<file path="src/rtl/seg7_scan.sv">
// seg7_scan: time-multiplexed driver for a bank of seven-segment digits.
// Registered outputs; display data swaps only at the frame boundary.
module seg7_scan #(
  parameter int DIGITS       = 4,
  parameter int DIV          = 50000,
  parameter int BLINK_FRAMES = 64
) (
  input  logic                  clk,
  input  logic                  reset,
  input  logic                  load,
  input  logic [4*DIGITS-1:0]   data,
  input  logic                  blank,
  input  logic                  test,
  input  logic                  lz_suppress,
  input  logic [DIGITS-1:0]     blink_mask,
  output logic [6:0]            segments,
  output logic [DIGITS-1:0]     digit_en,
  output logic                  frame_done
);

  localparam int TW = (DIV > 1) ? $clog2(DIV) : 1;
  localparam int IW = $clog2(DIGITS);
  localparam int BW = 10;

  localparam logic [TW-1:0] TICK_LAST  = TW'(DIV - 1);
  localparam logic [IW-1:0] IDX_LAST   = IW'(DIGITS - 1);
  localparam logic [BW-1:0] BLINK_LAST = BW'(BLINK_FRAMES - 1);

  logic [TW-1:0]         r_tick;
  logic [IW-1:0]         r_idx;
  logic [4*DIGITS-1:0]   r_disp;
  logic [4*DIGITS-1:0]   r_pend;
  logic                  r_pend_v;
  logic [BW-1:0]         r_blink_cnt;
  logic                  r_phase;
  logic [6:0]            r_seg;
  logic [DIGITS-1:0]     r_den;
  logic                  r_fd;

  logic                  w_tick_wrap;
  logic                  w_frame;
  logic [3:0]            w_nib;
  logic [DIGITS-1:0]     w_hi_zero;
  logic                  w_acc;
  logic [6:0]            w_seg;
  logic [DIGITS-1:0]     w_den;

  function automatic logic [6:0] hex7(input logic [3:0] n);
    logic [6:0] s;
    unique case (n)
      4'h0: s = 7'h40;
      4'h1: s = 7'h79;
      4'h2: s = 7'h24;
      4'h3: s = 7'h30;
      4'h4: s = 7'h19;
      4'h5: s = 7'h12;
      4'h6: s = 7'h02;
      4'h7: s = 7'h78;
      4'h8: s = 7'h00;
      4'h9: s = 7'h18;
      4'hA: s = 7'h08;
      4'hB: s = 7'h03;
      4'hC: s = 7'h46;
      4'hD: s = 7'h21;
      4'hE: s = 7'h06;
      4'hF: s = 7'h0E;
    endcase
    return s;
  endfunction

  assign w_tick_wrap = (r_tick == TICK_LAST);
  assign w_frame     = w_tick_wrap && (r_idx == IDX_LAST);
  assign w_nib       = r_disp[{r_idx, 2'b00} +: 4];
  assign w_den       = ~(DIGITS'(1) << r_idx);

  // w_hi_zero[i]: this nibble and every one above it are zero
  always_comb begin
    w_hi_zero = '0;
    w_acc     = 1'b1;
    for (int i = DIGITS - 1; i >= 0; i--) begin
      w_acc        = w_acc & (r_disp[4*i +: 4] == 4'h0);
      w_hi_zero[i] = w_acc;
    end
  end

  always_comb begin
    w_seg = hex7(w_nib);
    if (blank)
      w_seg = 7'h7F;
    else if (test)
      w_seg = 7'h00;
    else if (r_phase && blink_mask[r_idx])
      w_seg = 7'h7F;
    else if (lz_suppress && (r_idx != '0) && w_hi_zero[r_idx])
      w_seg = 7'h7F;
  end

  always_ff @(posedge clk) begin
    if (reset) begin
      r_tick      <= '0;
      r_idx       <= '0;
      r_disp      <= '0;
      r_pend      <= '0;
      r_pend_v    <= 1'b0;
      r_blink_cnt <= '0;
      r_phase     <= 1'b0;
      r_seg       <= 7'h7F;
      r_den       <= '1;
      r_fd        <= 1'b0;
    end else begin
      r_tick <= w_tick_wrap ? '0 : r_tick + 1'b1;
      if (w_tick_wrap)
        r_idx <= (r_idx == IDX_LAST) ? '0 : r_idx + 1'b1;

      // a load landing on the boundary itself bypasses the pending slot
      if (w_frame) begin
        if (load)
          r_disp <= data;
        else if (r_pend_v)
          r_disp <= r_pend;
        r_pend_v <= 1'b0;
        if (r_blink_cnt == BLINK_LAST) begin
          r_blink_cnt <= '0;
          r_phase     <= ~r_phase;
        end else begin
          r_blink_cnt <= r_blink_cnt + 1'b1;
        end
      end else if (load) begin
        r_pend   <= data;
        r_pend_v <= 1'b1;
      end

      r_seg <= w_seg;
      r_den <= w_den;
      r_fd  <= w_frame;
    end
  end

  assign segments   = r_seg;
  assign digit_en   = r_den;
  assign frame_done = r_fd;

endmodule

</file>
<file path="config.mk">
export PLATFORM = sky130hd
export DESIGN_NAME = seg7_scan
export DESIGN_NICKNAME = d
export VERILOG_FILES = /design/src/rtl/seg7_scan.sv
export SDC_FILE = /design/constraint.sdc
export NUM_CORES = 1
export LEC_CHECK = 0
export ABC_CLOCK_PERIOD_IN_PS = 5900
export BUFFER_PORTS_ARGS = -buffer_cell sky130_fd_sc_hd__buf_2
export CORE_ASPECT_RATIO = 0.5
export CORE_MARGIN = 5
export CORE_UTILIZATION = 65
export CTS_BUF_LIST = sky130_fd_sc_hd__clkbuf_8
export DETAILED_ROUTE_END_ITERATION = 8
export PLACE_DENSITY_LB_ADDON = 0.08
export RECOVER_POWER = 50
export SETUP_SLACK_MARGIN = 0.05
export SYNTH_ARGS = -nofsm -noshare
export SYNTH_HDL_FRONTEND = slang
export SYNTH_SLANG_ARGS = --single-unit
</file>
<file path="constraint.sdc">
create_clock -name clk -period 5.9 [get_ports clk]
set_input_delay 0.59 -clock clk [delete_from_list [all_inputs] [get_ports clk]]
set_output_delay 0.59 -clock clk [all_outputs]
set_load 0.005 [all_outputs]
</file>
==> out/metrics.yaml, run 1 <==
num-nets-final: 426
track_usage_pct: 21.8
slowest_delay_ps: 1300
syn-cell-area_mm2: 0.00342
async_flop_share_pct: 0
violations: "max-capacitance violations, max-slew violations"
avgSynthCellArea_um2: 9.58
cts_resized: 0
setup_violations: 0
path_delay_family: "simple AND/OR/NAND/NOR gates"
path_clk_slew_ps: 70
ir_worst_vdd_mv: 0.196
skew_ps: 5.65
slew_headroom_pct: -40.5
numCtsBuffers: 9
vias_per_cell: 5.72
clock-root-buffer: "clkbuf_8"
synth_fp_nets: 394
syn2layout_area_growth_pct: 10.6
die_x_um: 113
dieArea_mm2: 0.00690
cp-start-kind: "register"
finalCritPeriodShare_pct: 53.5
required_ps: 6120
antenna_cells: 0
core_mm2: 0.00500
gp_congestion: 0.858
synth_seq_cells: 74
grt.overflow.total: 0
synth_area_leaders: "dfxtp_1, mux2i_1, nor2_1"
worstSkewPairLatency_ps: 330
tightest_slew_ps: 2110
rsz0062_at_grt: "no"
slowest_stage: "nor4b_1"
dp_hpwl_mm: 5.05
syn_inst: 357
drtAntennaViolNets: 0
wl_per_cell_um: 15.1
fp-row-count: 18
crit_buf_inv: 0
die_h_um: 61.3
setup.worst_path.end_class: "register"
hold_buffers: 0
hold_viol: 0
final_cell_mix: "dfxtp_1, nor2_1, mux2i_1, buf_2, a211oi_1"
slew_viol_final: 63
finalSetupTns_ps: 0
yosysUniqueCellTypes: 42
cp_max_fo: 10
p_leak_uw: 0.00149
clock-sinks: 74
power.density_mw_per_mm2: 243
synth_edf_count: 0
cp.arrival_ps: 3380
grt_pass1_wl_mm: 12.1
grt_pass1_vias: 2686
grt_start_max_net_pins: 52
fmax_ghz: 0.317
totalWireLength_mm: 7.01
drcViolationCount: 0
dr.pass1.iters: 4
antenna_found_initial: 0
cts_tree: "built"
cts_setup_buffers: 0
cap_violations: 2
synth_top_area_share_pct: 43.3
initial_core_util_pct: 68.4
criticalPathCategory: "reg -> reg"
drt_iter0_drc: 130
ys_seq_area_share_pct: 43.3
yosys_warnings: 0
vias: 2652
period_minus_slack_ps: 3150
drive_gt1_share_pct: 15.2
cts.htree.levels: 3
layout_commonest_cell: "dfxtp_1"
synthFlopType: "dfxtp_1"
status: "finished with violations"
synth_largest_area_cell: "dfxtp_1"
clock_path_buffers: 2
hold_path.class: "in -> reg"
crit_chain: "ha_1 > and4_1 > nor4b_1 > nand3_1 > nand2b_1 > nor2_1"
fin_util_pct: 75.7
num_io_pins: 38
port_buffers: 37
per-layer routing:
layer  GRT usage [%]  vias to the layer above  wire length [um]
met4            9.08                        0               144
met1            25.0                     1249              3080
met2            40.0                       54              3450
met3            5.99                       17               341
met5               0                        -                 0
li1                -                     1332                 -
report_power, final:
group	internal (uW)	total (uW)	switching (uW)	leakage, uW
combinational	24.1	53.3	29.2	0.000779
sequential	512	518	6.27	0.000603
clock	183	350	167	0.000105
total	718	921	203	0.00149
kinds of logic (layout without fill, tap and decap cells):
| group | after synthesis | after routing | share of synthesized area, % |
|---|---|---|---|
| compound gates | 42 | 42 | 8.27 |
| mux | 44 | 44 | 14.8 |
| fa+ha+maj | 11 | 11 | 4.02 |
| simple gates | 143 | 143 | 21.7 |
| buf+inv | 23 | 60 | 2.74 |
| flops | 74 | 74 | 43.3 |
| xor+xnor | 20 | 20 | 5.12 |
synthesized netlist by cell type, drive strengths merged, types with 4 or more instances:
cell type and number:
dfxtp 74, xnor2 6, nor4 7, xor2 14, inv 7, nand3 11
nand2b 9, or3 4, nand4 8, clkbuf 12, nor3 6, buf 4
and3 4, a21oi 8, and2 4, a211oi 17, o21ai 8, nand2 11
ha 11, mux4 5, nor2 67, mux2i 36
state kept, by name, indices dropped and copies added (netlist names):
name         cells
digit_en         4
frame_done       1
r_blink_cnt     10
r_disp          16
r_idx            2
r_pend          16
r_pend_v         1
r_phase          1
r_tick          16
segments         7
stage by stage:
stage          power [uW]  setup WS (ps)  hold WS (ps)  instances  area [um2]
2_1_floorplan         562           3700           429        357        3420
3_3_place_gp          579           3370           444        448        3630
3_5_place_dp          583           3150           482        448        3630
4_1_cts               929           3140           483        464        3810
5_1_grt               960           2390           494        464        3780
6_report              921           2750           497        464        3780
final cells by class:
cell class	instances	area [um2]
clock buffers	12	165
clock inverters	4	17.5
fillers	367	1210
inverters	7	26.3
multi-input cells	260	1830
flip-flops and latches	74	1480
well taps	70	87.6
repair buffers	37	178
worst register-to-register path: stages, from the launching register on:
cell,delay [ps]
dfxtp_1,620
ha_1,260
and4_1,220
nor4b_1,1300
nand3_1,290
nand2b_1,270
nor2_1,70
final timing paths:
check            start              to  slack, ps  cells after the start
max           r_idx[0]  r_blink_cnt[7]       2750                      6
min               test     segments[6]        500                      2
max reg2reg   r_idx[0]  r_blink_cnt[7]       2750                      6
min reg2reg  r_pend[1]       r_pend[1]        500                      2
Note: power is estimated with default switching activity, not from simulation.
==> run 2, diff against run 1 <==
ABC_CLOCK_PERIOD_IN_PS = 3100   (was 5900)
CORE_UTILIZATION = 60   (was 65)
clock period = 3.1 ns   (was 5.9 ns; I/O delays follow)
==> run 2 against run 1 <==
The run now ends clean. Combinational power grew 89%. Flip-flop and latch count stayed put. Via count grew 0.45%. Die area increased by 7.3%. Clock-buffer cell count shrank 3. Clock power is 100% higher. Cell count grew 1.3%. Worst setup slack lost 2100 ps. Critical endpoint is now r_blink_cnt[9].
==> out/metrics.yaml, run 2 (same netlist as run 1, synthesis figures left out) <==
status: "completed"
crit_end: "r_blink_cnt[9]"
reg2reg_setup_slack_ps: 600  # -2140 ps
rr_worst_depth: 6  # unchanged
grt.overflow.total: 0  # unchanged
core_mm2: 0.00552  # +10%
clock_path_buffers: 2  # unchanged
period_minus_slack_ps: 2500  # -657 ps
drcViolationCount: 0  # unchanged
path_clk_slew_ps: 80  # about the same
reg_top3: "r_disp x16, r_pend x16, r_tick x16"
hold_path.class: "in -> reg"
use_met1_pct: 24.1  # -0.81 points
worstSkewPairLatency_ps: 360  # +30 ps
totalWireLength_mm: 6.64  # -5.3%
slew_headroom_pct: 41.0  # +81 points
grt_busiest_layer: "met2"
cp-start-kind: "register"
r2r_start: "r_idx[0]"
vias_per_cell: 5.67  # -0.83%
clock-sinks: 74  # unchanged
grt_start_max_net_pins: 33  # -37%
drt_iter0_drc: 155  # +19%
hold_buffers: 0  # unchanged
p_clk_share_pct: 39.5  # +1.5 points
power_frac_comb_pct: 5.6  # -0.2 points
required_ps: 3360  # -2760 ps
cp.arrival_ps: 2760  # -620 ps
setup_violations: 0  # unchanged
seq_power_share_pct: 54.9  # -1.3 points
cts.htree.levels: 3  # unchanged
slew_viol_final: 0  # -100%
grt_pass1_wl_mm: 11.6  # -3.7%
port_buffers: 37  # unchanged
nFillCells: 466  # +27%
swShare_pct: 23.0  # +0.97 points
finalSetupTns_ps: 0  # unchanged
num_io_pins: 38  # unchanged
hold_viol: 0  # unchanged
syn2layout_area_growth_pct: 11.6
gr-usage-met2_pct: 31.7  # -8.3 points
antenna_found_initial: 0  # unchanged
die_h_um: 63.4  # +3.4%
dp_hpwl_mm: 4.76  # -5.8%
rsz0062_at_grt: "no"
drive_gt1_share_pct: 16.1  # +0.89 points
wl_per_cell_um: 14.1  # -6.5%
clock-root-buffer: "clkbuf_8"
power.switching_uw: 412  # +100%
path_depth: 6  # unchanged
p_leak_uw: 0.00150  # +0.56%
die_x_um: 117  # +3.7%
dr.pass1.iters: 4  # unchanged
numCtsBuffers: 9  # unchanged
cts_resized: 0  # unchanged
dieArea_mm2: 0.00740  # +7.3%
cp_max_fo: 10  # unchanged
initial_core_util_pct: 62.0  # -6.4 points
tightest_slew_ps: 882  # -1220 ps
path_delay_family: "simple AND/OR/NAND/NOR gates"
grt_pass1_vias: 2560  # -4.7%
grt_util_met3_pct: 8.51  # +2.5 points
finalCritPeriodShare_pct: 80.6  # +27 points
final_cell_mix: "dfxtp_1, nor2_1, mux2i_1, buf_2, a211oi_1"
num-nets-final: 429  # +0.70%
setup_ws_ps: 602  # -2140 ps
ir_worst_vdd_mv: 0.363  # +85%
vias: 2664  # +0.45%
gp_congestion: 0.842  # -1.9%
slowest_stage: "nor4b_2"
track_usage_pct: 19.9  # -1.9 points
cap_violations: 0  # -2
fp-row-count: 19  # +1
place_ws_ps: 652  # -2500 ps
skew_ps: 8.20  # +2.55 ps
cts_setup_buffers: 0  # unchanged
crit_path_start: "r_idx[0]"
slowest_delay_ps: 730  # -570 ps
crit_buf_inv: 0  # unchanged
r2r-end: "r_blink_cnt[9]"
fmax_ghz: 0.400  # +26%
antenna_cells: 0  # unchanged
crit_chain: "ha_1 > and4_1 > nor4b_2 > nand4_1 > xor2_1 > nor2_1"
criticalPathCategory: "reg -> reg"
layout_commonest_cell: "dfxtp_1"
setup.worst_path.end_class: "register"
cts_tree: "built"
seqCellArea_mm2: 0.00148  # unchanged
multi_input_area_mm2: 0.00183  # +0.14%
power.density_mw_per_mm2: 470  # +93%
p_int_uw: 1380  # +92%
drtAntennaViolNets: 0  # unchanged
[run 2: cell count changes in the layout (fill, tap and decap cells not counted), sizes merged]
cell / before / now
buf: 31 / 34
inv: 9 / 8
clkinv: 2 / 4
clkbuf: 18 / 15
clkinvlp: 0 / 1
bufinv: 0 / 1
[run 2: layout make-up]
| cell class | count | area share [%] |
|---|---|---|
| multi-input combinational | 260 | 48.0 |
| sequential | 74 | 38.8 |
| timing repair buffer | 40 | 5.25 |
| clock buffer | 9 | 3.25 |
| tap | 73 | 2.39 |
| clock inverter | 7 | 1.61 |
| inverter | 7 | 0.689 |
[run 2: worst register-to-register path, delay by kind of cell (launching register included)]
family,cells,cell delay [ps]
AND/OR/NAND/NOR,4,1260
flip-flops,1,630
adder cells (fa/ha/maj),1,280
XOR/XNOR,1,230
[run 2: power by group through the flow]
| stage | Clock, uW | Combinational [uW] | Sequential, uW |
|---|---|---|---|
| 6_report | 709 | 101 | 985 |
| 4_1_cts | 727 | 103 | 984 |
| 5_1_grt | 788 | 114 | 987 |
| 2_1_floorplan | 0 | 63.8 | 1010 |
| 3_3_place_gp | 0 | 99.3 | 1000 |
| 3_5_place_dp | 0 | 103 | 1010 |
[run 2: routing by layer]
metal  share of wire (%)  up-vias
li1                    -     1345
met1                  48     1270
met2                  46       39
met3                 5.2       10
met4                 1.6        0
met5                   0        -
[run 2: through the flow]
step	hold WS, ps	std cells	instance area [um2]	util (%)	power (uW)
after global routing	175	470	3820	69.2	1890
after floorplan	426	357	3420	-	1070
after detailed placement	458	454	3650	66.3	1110
after CTS	172	470	3840	69.6	1810
after global placement	442	454	3650	66.3	1100
final	185	470	3820	69.2	1790
[run 2: worst min path at each step]
stage          cells past startpoint  slack (ps)  startpoint           to
6_report                           2         190        test  segments[1]
5_1_grt                            2         180        test  segments[6]
4_1_cts                            2         170        test  segments[6]
3_5_place_dp                       1         460   r_tick[0]    r_tick[0]
3_3_place_gp                       1         440   r_tick[0]    r_tick[0]
2_1_floorplan                      1         430        test  segments[1]
==> run 3, diff against run 2 <==
ABC_CLOCK_PERIOD_IN_PS = 2600   (was 3100)
clock period = 2.6 ns   (was 3.1 ns; I/O delays follow)
==> run 3 against run 2 <==
Flip-flop and latch count unchanged. Worst setup slack worse by 340 ps. Total power increased by 18%. Clock skew shrank 1.8 ps. Clock power increased by 15%. Non-clock buffer count grew 1. Critical endpoint is now segments[6]. Largest power group unchanged.
==> out/metrics.yaml, run 3 (same netlist as run 1, synthesis figures left out) <==
status: "completed"
hold_path.class: "in -> reg"
r2r_start: "r_idx[0]"
die_x_um: 117  # unchanged
grt_pass1_wl_mm: 12.2  # +4.6%
initial_core_util_pct: 62.0  # unchanged
vias: 2678  # +0.53%
hold_viol: 0  # unchanged
final_cell_mix: "dfxtp_1, nor2_1, mux2i_1, buf_2, a211oi_1"
drive_gt1_share_pct: 16.1  # -0.041 points
required_ps: 2820  # -540 ps
ir_worst_vdd_mv: 0.380  # +4.8%
path_clk_slew_ps: 70  # about the same
cts_resized: 0  # unchanged
multi_input_area_mm2: 0.00184  # +0.48%
track_usage_pct: 20.9  # +0.96 points
cap_violations: 0  # unchanged
dieArea_mm2: 0.00740  # unchanged
antenna_cells: 0  # unchanged
hp-start: "test"
reg_top3: "r_disp x16, r_pend x16, r_tick x16"
finalSetupTns_ps: 0  # unchanged
cp.arrival_ps: 2550  # -210 ps
grt.overflow.total: 0  # unchanged
slew_viol_final: 0  # unchanged
fp-row-count: 19  # unchanged
drt_iter0_drc: 210  # +35%
drtAntennaViolNets: 0  # unchanged
hold_path_depth: 2  # unchanged
fmax_ghz: 0.429  # +7.1%
cp_max_fo: 5  # -5
clock-root-buffer: "clkbuf_8"
setup_ws_ps: 267  # -335 ps
dr.pass1.iters: 4  # unchanged
rr_worst_depth: 5  # -1
tightest_slew_ps: 631  # -251 ps
layout_commonest_cell: "dfxtp_1"
vias_per_cell: 5.69  # +0.31%
numCtsBuffers: 9  # unchanged
hold_buffers: 0  # unchanged
criticalPathCategory: "reg -> reg"
slew_headroom_pct: 57.9  # +17 points
dp_hpwl_mm: 5.07  # +6.6%
core_mm2: 0.00552  # unchanged
cp-start-kind: "register"
crit_path_start: "r_idx[0]"
port_buffers: 37  # unchanged
totalWireLength_mm: 7.04  # +6.0%
finalCritPeriodShare_pct: 89.7  # +9.1 points
cts.htree.levels: 3  # unchanged
drcViolationCount: 0  # unchanged
layoutNonFillerInstCount: 471  # +0.21%
syn2layout_area_growth_pct: 12.0
gp_congestion: 0.856  # +1.7%
num-nets-final: 430  # +0.23%
setup.worst_path.end_class: "register"
antenna_found_initial: 0  # unchanged
worstSkewPairLatency_ps: 350  # about the same
clock-sinks: 74  # unchanged
dpl.cell_count: 455  # +0.22%
cts_setup_buffers: 0  # unchanged
clock_path_buffers: 2  # unchanged
power.density_mw_per_mm2: 551  # +17%
skew_ps: 6.36  # -1.84 ps
place_ws_ps: 276  # -376 ps
wl_per_cell_um: 14.9  # +5.8%
grt_pass1_vias: 2644  # +3.3%
seqCellArea_mm2: 0.00148  # unchanged
period_minus_slack_ps: 2330  # -165 ps
grt_start_max_net_pins: 36  # +9.1%
setup_violations: 0  # unchanged
nFillCells: 451  # -3.2%
rsz0062_at_grt: "no"
die_h_um: 63.4  # unchanged
cts_tree: "built"
p_leak_uw: 0.00153  # +2.1%
num_io_pins: 38  # unchanged
run 3: power by group:
part	internal, uW	leakage [uW]	switching (uW)
clock	415	0.000105	400
sequential	1160	0.000603	13.8
combinational	55.3	0.000819	64.8
run 3: worst paths after layout:
check,to,slack [ps]
max,segments[6],270
min,segments[2],140
max reg2reg,segments[6],270
min reg2reg,r_tick[0],470
run 3: layout make-up:
| class | count | area share, % |
|---|---|---|
| multi-input combinational | 260 | 48.1 |
| inverter | 7 | 0.686 |
| timing repair buffer | 41 | 5.42 |
| clock inverter | 4 | 0.457 |
| clock buffer | 12 | 4.31 |
| sequential | 74 | 38.7 |
| tap | 73 | 2.38 |
run 3: worst max-delay path, cell delays in order, from the launching register on:
cell and delay (ps):
dfxtp_1 450, mux4_2 600, ha_1 280, mux2_2 260, a2111oi_0 470, o21ai_0 130
run 3: layer usage:
| layer | routed length (um) | global-route usage [%] |
|---|---|---|
| met1 | 3250 | 26.4 |
| met2 | 3270 | 32.6 |
| met3 | 387 | 7.17 |
| met4 | 123 | 8.58 |
| met5 | 0 | 0 |
run 3: through the flow:
step	power (uW)	utilization, %	cell area [um2]	hold WS, ps
finish	2110	69.4	3830	142
global placement	1320	66.4	3660	444
CTS	2140	69.7	3840	123
global route	2210	69.4	3830	129
detailed placement	1320	66.4	3660	460
floorplan	1270	-	3420	376
